==> config.mk <==
export PLATFORM = sky130hd
export DESIGN_NAME = multicycle_controller
export DESIGN_NICKNAME = d
export VERILOG_FILES = /design/src/rtl/multicycle_controller.sv
export SDC_FILE = /design/constraint.sdc
export NUM_CORES = 1
export LEC_CHECK = 0
export ABC_AREA = 1
export ABC_CLOCK_PERIOD_IN_PS = 2400
export BUFFER_PORTS_ARGS = -buffer_cell sky130_fd_sc_hd__clkbuf_2
export CAP_MARGIN = 10
export CORE_MARGIN = 2
export CORE_UTILIZATION = 50
export DETAILED_ROUTE_END_ITERATION = 8
export GPL_TIMING_DRIVEN = 0
export MAX_ROUTING_LAYER = met4
export PLACE_DENSITY = 0.85
export SETUP_SLACK_MARGIN = 0.05
export SLEW_MARGIN = 20
export SYNTH_ARGS = -nofsm -noshare
export SYNTH_HDL_FRONTEND = slang
export SYNTH_SLANG_ARGS = --single-unit
==> constraint.sdc <==
create_clock -name clk -period 2.4 [get_ports clk]
set_input_delay 0.36 -clock clk [delete_from_list [all_inputs] [get_ports clk]]
set_output_delay 0.36 -clock clk [all_outputs]
set_load 0.01 [all_outputs]
==> src/rtl/multicycle_controller.sv <==
// Main control FSM of the multicycle CPU.
// Sequences FETCH/DECODE/EXECUTE/MEMORY/WRITEBACK from the latched opcode
// and drives every datapath control line as a Moore function of
// (state, opcode). Also keeps debug state: halt, a sticky illegal-opcode
// flag and a retired-instruction counter.
module multicycle_controller #(
    parameter logic [3:0] ALU_ADD   = 4'b0000,
    parameter logic [3:0] ALU_PASSB = 4'b1111,
    parameter int         CNT_WIDTH = 16
) (
    input  logic                 clk,
    input  logic                 reset,
    input  logic [31:0]          IReg_out,
    output logic                 PCWrite,
    output logic                 MemRead,
    output logic                 MemWrite,
    output logic                 IRWrite,
    output logic                 MemtoReg,
    output logic                 RegWrite,
    output logic                 ALUSrcA,
    output logic [1:0]           ALUSrcB,
    output logic [3:0]           ALUOp,
    output logic [1:0]           PCSource,
    output logic [2:0]           BranchType,
    output logic                 LUI,
    output logic                 SWB,
    output logic [3:0]           state,
    output logic                 halted,
    output logic                 illegal_op,
    output logic [CNT_WIDTH-1:0] instr_retired
);

    typedef enum logic [3:0] {
        S_RST    = 4'd0,
        S_FETCH  = 4'd1,
        S_DECODE = 4'd2,
        S_EXEC_R = 4'd3,
        S_EXEC_I = 4'd4,
        S_EXEC_L = 4'd5,
        S_WB_ALU = 4'd6,
        S_WB_LUI = 4'd7,
        S_MEM_RD = 4'd8,
        S_MEM_WB = 4'd9,
        S_MEM_WR = 4'd10,
        S_BRANCH = 4'd11,
        S_JUMP   = 4'd12,
        S_HALT   = 4'd13
    } state_e;

    state_e               state_q, state_d;
    logic                 illegal_q, illegal_d;
    logic [CNT_WIDTH-1:0] retired_q, retired_d;

    // Opcode classification
    logic [5:0] op;
    logic       is_nop, is_j, is_halt, is_r, is_i, is_br;
    logic       is_lw, is_sw, is_lui, is_ill;

    // Only the opcode field is decoded; the rest belongs to the datapath.
    logic unused_ir_bits;
    assign unused_ir_bits = ^IReg_out[25:0];

    // Decode the opcode field into instruction classes.
    always_comb begin
        op      = IReg_out[31:26];
        is_nop  = (op == 6'b000000);
        is_j    = (op == 6'b000001);
        is_halt = (op == 6'b001111);
        is_r    = (op[5:4] == 2'b01);
        is_i    = (op[5:4] == 2'b11);
        is_br   = (op[5:3] == 3'b100) && (op[2:0] != 3'b000);
        is_lw   = (op == 6'b101000);
        is_sw   = (op == 6'b101001);
        is_lui  = (op == 6'b101010);
        is_ill  = !(is_nop || is_j || is_halt || is_r || is_i || is_br ||
                    is_lw || is_sw || is_lui);
    end

    // Next-state, Moore outputs and debug-counter next values.
    always_comb begin
        state_d    = S_FETCH;
        illegal_d  = illegal_q;
        retired_d  = retired_q;
        PCWrite    = 1'b0;
        MemRead    = 1'b0;
        MemWrite   = 1'b0;
        IRWrite    = 1'b0;
        MemtoReg   = 1'b0;
        RegWrite   = 1'b0;
        ALUSrcA    = 1'b0;
        ALUSrcB    = 2'b00;
        ALUOp      = 4'b0000;
        PCSource   = 2'b00;
        BranchType = 3'b000;
        LUI        = 1'b0;
        SWB        = 1'b0;
        halted     = 1'b0;

        case (state_q)
            S_RST: state_d = S_FETCH;

            // PC <= PC + 1 through the ALU while the IR loads.
            S_FETCH: begin
                IRWrite = 1'b1;
                MemRead = 1'b1;
                PCWrite = 1'b1;
                ALUSrcB = 2'b01;
                ALUOp   = ALU_ADD;
                state_d = S_DECODE;
            end

            // Register operands are read here; SW and branches need r1/r2
            // swapped onto the read ports so regB holds the second source.
            S_DECODE: begin
                SWB = is_sw || is_br;
                if (is_r)         state_d = S_EXEC_R;
                else if (is_i)    state_d = S_EXEC_I;
                else if (is_lw)   state_d = S_MEM_RD;
                else if (is_sw)   state_d = S_MEM_WR;
                else if (is_br)   state_d = S_BRANCH;
                else if (is_j)    state_d = S_JUMP;
                else if (is_lui)  state_d = S_EXEC_L;
                else if (is_halt) state_d = S_HALT;
                else              state_d = S_FETCH;
                if (is_ill)
                    illegal_d = 1'b1;
            end

            S_EXEC_R: begin
                ALUSrcA = 1'b1;
                ALUSrcB = 2'b00;
                ALUOp   = op[3:0];
                state_d = S_WB_ALU;
            end

            // aaaa[3] picks zero- vs sign-extension of the immediate.
            S_EXEC_I: begin
                ALUSrcA = 1'b1;
                ALUSrcB = op[3] ? 2'b11 : 2'b10;
                ALUOp   = op[3:0];
                state_d = S_WB_ALU;
            end

            S_EXEC_L: begin
                ALUSrcB = 2'b11;
                ALUOp   = ALU_PASSB;
                state_d = S_WB_LUI;
            end

            // ALU inputs are held so the write data stays valid all cycle.
            S_WB_ALU: begin
                RegWrite = 1'b1;
                ALUSrcA  = 1'b1;
                ALUOp    = op[3:0];
                if (is_i)
                    ALUSrcB = op[3] ? 2'b11 : 2'b10;
                state_d  = S_FETCH;
            end

            S_WB_LUI: begin
                RegWrite = 1'b1;
                LUI      = 1'b1;
                state_d  = S_FETCH;
            end

            S_MEM_RD: begin
                MemRead = 1'b1;
                state_d = S_MEM_WB;
            end

            S_MEM_WB: begin
                RegWrite = 1'b1;
                MemtoReg = 1'b1;
                state_d  = S_FETCH;
            end

            S_MEM_WR: begin
                MemWrite = 1'b1;
                SWB      = 1'b1;
                state_d  = S_FETCH;
            end

            // The datapath qualifies the PC load with its own Branch flag.
            S_BRANCH: begin
                BranchType = op[2:0];
                SWB        = 1'b1;
                state_d    = S_FETCH;
            end

            S_JUMP: begin
                PCWrite  = 1'b1;
                PCSource = 2'b10;
                state_d  = S_FETCH;
            end

            S_HALT: begin
                halted  = 1'b1;
                state_d = S_HALT;
            end

            // Unreachable codes recover to FETCH without retiring anything.
            default: state_d = S_FETCH;
        endcase

        // An instruction retires on the edge back to FETCH from any
        // in-flight state, and HALT retires on its entry edge.
        if ((state_d == S_FETCH && state_q inside {[S_DECODE:S_JUMP]}) ||
            (state_d == S_HALT && state_q == S_DECODE))
            retired_d = retired_q + 1'b1;
    end

    // State and debug registers; reset aborts the instruction immediately.
    always_ff @(posedge clk or negedge reset) begin
        if (!reset) begin
            state_q   <= S_RST;
            illegal_q <= 1'b0;
            retired_q <= '0;
        end else begin
            state_q   <= state_d;
            illegal_q <= illegal_d;
            retired_q <= retired_d;
        end
    end

    assign state         = state_q;
    assign illegal_op    = illegal_q;
    assign instr_retired = retired_q;

endmodule
==> summary.md <==
| Metric | Value |
|---|---|
| RSZ-0062 raised after global routing | no |
| Total Wirelength | 3710 um |
| Slew @ Worst Pin | 0.511 ns |
| ANT cells | 0 |
| Drt pass-1 iters | 4 |
| GRT Total Usage | 0.224 |
| First-pass GRT wire length | 6150 um |
| Slew headroom | 0.659 |
| Die ar. | 3720 sq um |
| Num rows | 20 |
| Setup repair bufs after CTS | 0 |
| Layout Nets | 328 |
| Min Hold Slack | -0.00354 ns |
| Max FO, Critical Path | 8 |
| Synth area leaders | dfrtp_1 (32%), nand2_1 (17%), nand3_1 (8.9%) |
| Top cell by count, worst path | nand2_1 |
| Initial antenna violation count | 0 |
| Area post-placement | 1920 sq um |
| CP Depth | 7 |
| Clock root cell | clkbuf_4 |
| Clock Power Share | 0.087 |
| Distinct cells, synth | 27 |
| Hold Path Class | primary input to async pin |
| Sequential fraction of the synthesis area | 0.324 |
| H-tree depth | 1 |
| Tmin final | 1.99 ns |
| Maxcap violations | 0 |
| Leakage | 1.10 nW |
| Per-cell routed wire length | 11.0 um |
| Design Area, Final | 1950 sq um |
| Synthesized net count | 275 |
| R2r worst-path depth | 11 |
| Gp weighted congestion | 0.936 |
| ANT nets after route | 0 |
| Initial drt markers | 131 |
| Peak VDD IR | 0.000793 V |
| Gate Count Post-Synth | 240 |
| Part of the power in registers | 0.270 |
| Worst path cell trace | nand2_1, inv_1, nand2_1, nand2_1, inv_1, o21ai_0, clkbuf_2 |
| Number of global-route vias before repair | 1,572 |
| Failing checks | negative hold slack |
| Synth warn | 0 |
| Synth Register Bits | 21 |
| Worst path slowest cell | dfrtp_1 |
| Layout area overhead | 19.8% |
| Slowest cell delay on critical path | 0.56 ns |
| Worst EP required | 2.04 ns |
| TritonCTS clock tree | yes |
| WS Path Type | flop to output pin |
| Initial core utilization | 0.528 |
| Critical Path Sink Type | output pin |
| Syn Area/Cell | 6.77 sq um |
| Largest area contributor in the netlist | dfrtp_1 |
| Fin Setup TNS | 0 ns |
| Crit path max-delay family | flip-flops |
| CTS Buf Count | 3 |
| Crit share post-route | 0.830 |
| Synthesized area | 1620 sq um |
| FMAX | 502 MHz |
| Clk sinks | 21 |
| Startpoint Class | flop |
| Net Sw Power | 1.06 mW |
| Post-CTS Resized | 0 |
| DIE WIDTH | 61.0 um |
| Final Setup Violations | 0 |
| Pwr per Cell Area | 1030 nW/um^2 |
| Hpwl dp | 2970 um |
| Pin count of the biggest net entering global routing | 22 |
| Top cell type's share of synthesized area | 0.324 |
| Switching Share | 0.528 |
| Core area | 3080 sq um |
| CP bufs+invs | 3 |
| Fin. Hold Viols | 3 |
| Average via count per standard cell | 5.10 |
| Post-CTS Hold Fix Bufs | 0 |
| Clock-pin slew on the worst setup and hold paths | 0.11 ns |
| Vias post-DR | 1,713 |
| Buffers on Ports | 48 |
| Critical Path AT | 1.63 ns |
| Clk Latency, worst-skew pair | 0.31 ns |
| Layout cells sized above 1 | 0.281 |
| Clock buffer depth | 2 |
| Die height | 61.0 um |
| Outcome | finished with violations |
| Grt total ovfl | 0 |
| DRC viols | 0 |
| Fin Clk Skew | 0.000865 ns |
| Combinational power share | 0.644 |
| Final slew viol count | 0 |
| I/O pin count | 76 |
| Internal | 942 uW |
sequential cells by signal, indices dropped and copies added, names as in the netlist:
signal and count:
state 4, instr_retired 16, illegal_op 1
cell usage after synthesis (all sizes together):
| cell | number |
|---|---|
| nor3 | 5 |
| o32ai | 1 |
| nand3 | 30 |
| o22ai | 1 |
| o21bai | 1 |
| o21ai | 7 |
| nand2 | 78 |
| dfrtp | 21 |
| ha | 1 |
| conb | 1 |
| a41o | 1 |
| xnor2 | 8 |
| inv | 29 |
| nor2 | 39 |
| a21oi | 2 |
| xor2 | 6 |
| buf | 4 |
| nand4 | 4 |
| o211ai | 1 |
power groups by stage:
stage	logic (mW)	clock network, mW	registers [mW]
2_1_floorplan	0.890	0	0.557
5_1_grt	1.43	0.189	0.555
3_5_place_dp	1.29	0	0.545
6_report	1.29	0.173	0.539
4_1_cts	1.29	0.176	0.538
3_3_place_gp	1.26	0	0.541
worst paths after layout:
kind / from / endpoint / slack (ns)
min in group clk: IReg_out[29] / illegal_op / 0.49
setup / recovery: state[0] / ALUOp[2] / 0.41
hold reg to reg: illegal_op / illegal_op / 0.49
max in group asynchronous: reset / instr_retired[12] / 2.06
hold / removal: reset / instr_retired[9] / -0.004
setup reg to reg: state[3] / instr_retired[10] / 0.58
cells in the final DEF (no fill, tap or decap), types with 2 or more instances in the layout:
cell	count
nor2_2	11
nor3_1	5
nand4_1	4
inv_1	23
inv_2	5
dfrtp_1	21
nor2_1	26
o21ai_0	7
clkbuf_2	48
nand2_2	5
buf_6	2
xnor2_1	8
nor2_4	2
a21oi_1	2
buf_4	2
clkbuf_4	3
xor2_1	6
nand2_1	72
nand3_1	29
logic make-up (layout without fill, tap and decap cells):
| group | after synthesis | after routing | share of synthesized area |
|---|---|---|---|
| simple gates | 156 | 156 | 0.440 |
| buf+inv | 33 | 85 | 0.0917 |
| flops | 21 | 21 | 0.324 |
| compound gates | 14 | 14 | 0.0593 |
| xor+xnor | 14 | 14 | 0.0755 |
| fa+ha+maj | 1 | 1 | 0.00770 |
| other cells | 1 | 1 | 0.00231 |
metrics by stage:
stage	setup WS, ns	power, mW	util	hold slack [ns]	cells
4_1_cts	0.435	2.01	0.632	0.0149	336
5_1_grt	0.246	2.17	0.632	0.0324	336
6_report	0.409	2.00	0.632	-0.00354	336
3_3_place_gp	0.602	1.80	0.624	0.355	332
3_5_place_dp	0.552	1.83	0.624	0.357	332
2_1_floorplan	0.755	1.45	-	0.0644	240
cell type report:
class / instances / area, sq um
Timing Repair Buffer: 48 / 240
Clock buffer: 4 / 26.3
Sequential cell: 21 / 526
Fill cell: 291 / 1130
Multi-Input combinational cell: 186 / 950
Inverter: 29 / 111
Buffer: 4 / 37.5
Tap cell: 44 / 55.1
layer usage:
metal / routed length, um / global-route usage / share of wire / up-vias
li1: - / - / - / 860
met1: 1610 / 0.256 / 0.43 / 779
met2: 1800 / 0.387 / 0.48 / 66
met3: 233 / 0.0213 / 0.063 / 8
met4: 65 / 0.115 / 0.018 / 0
met5: 0 / - / 0 / -
(Power assumes the default switching activity.)
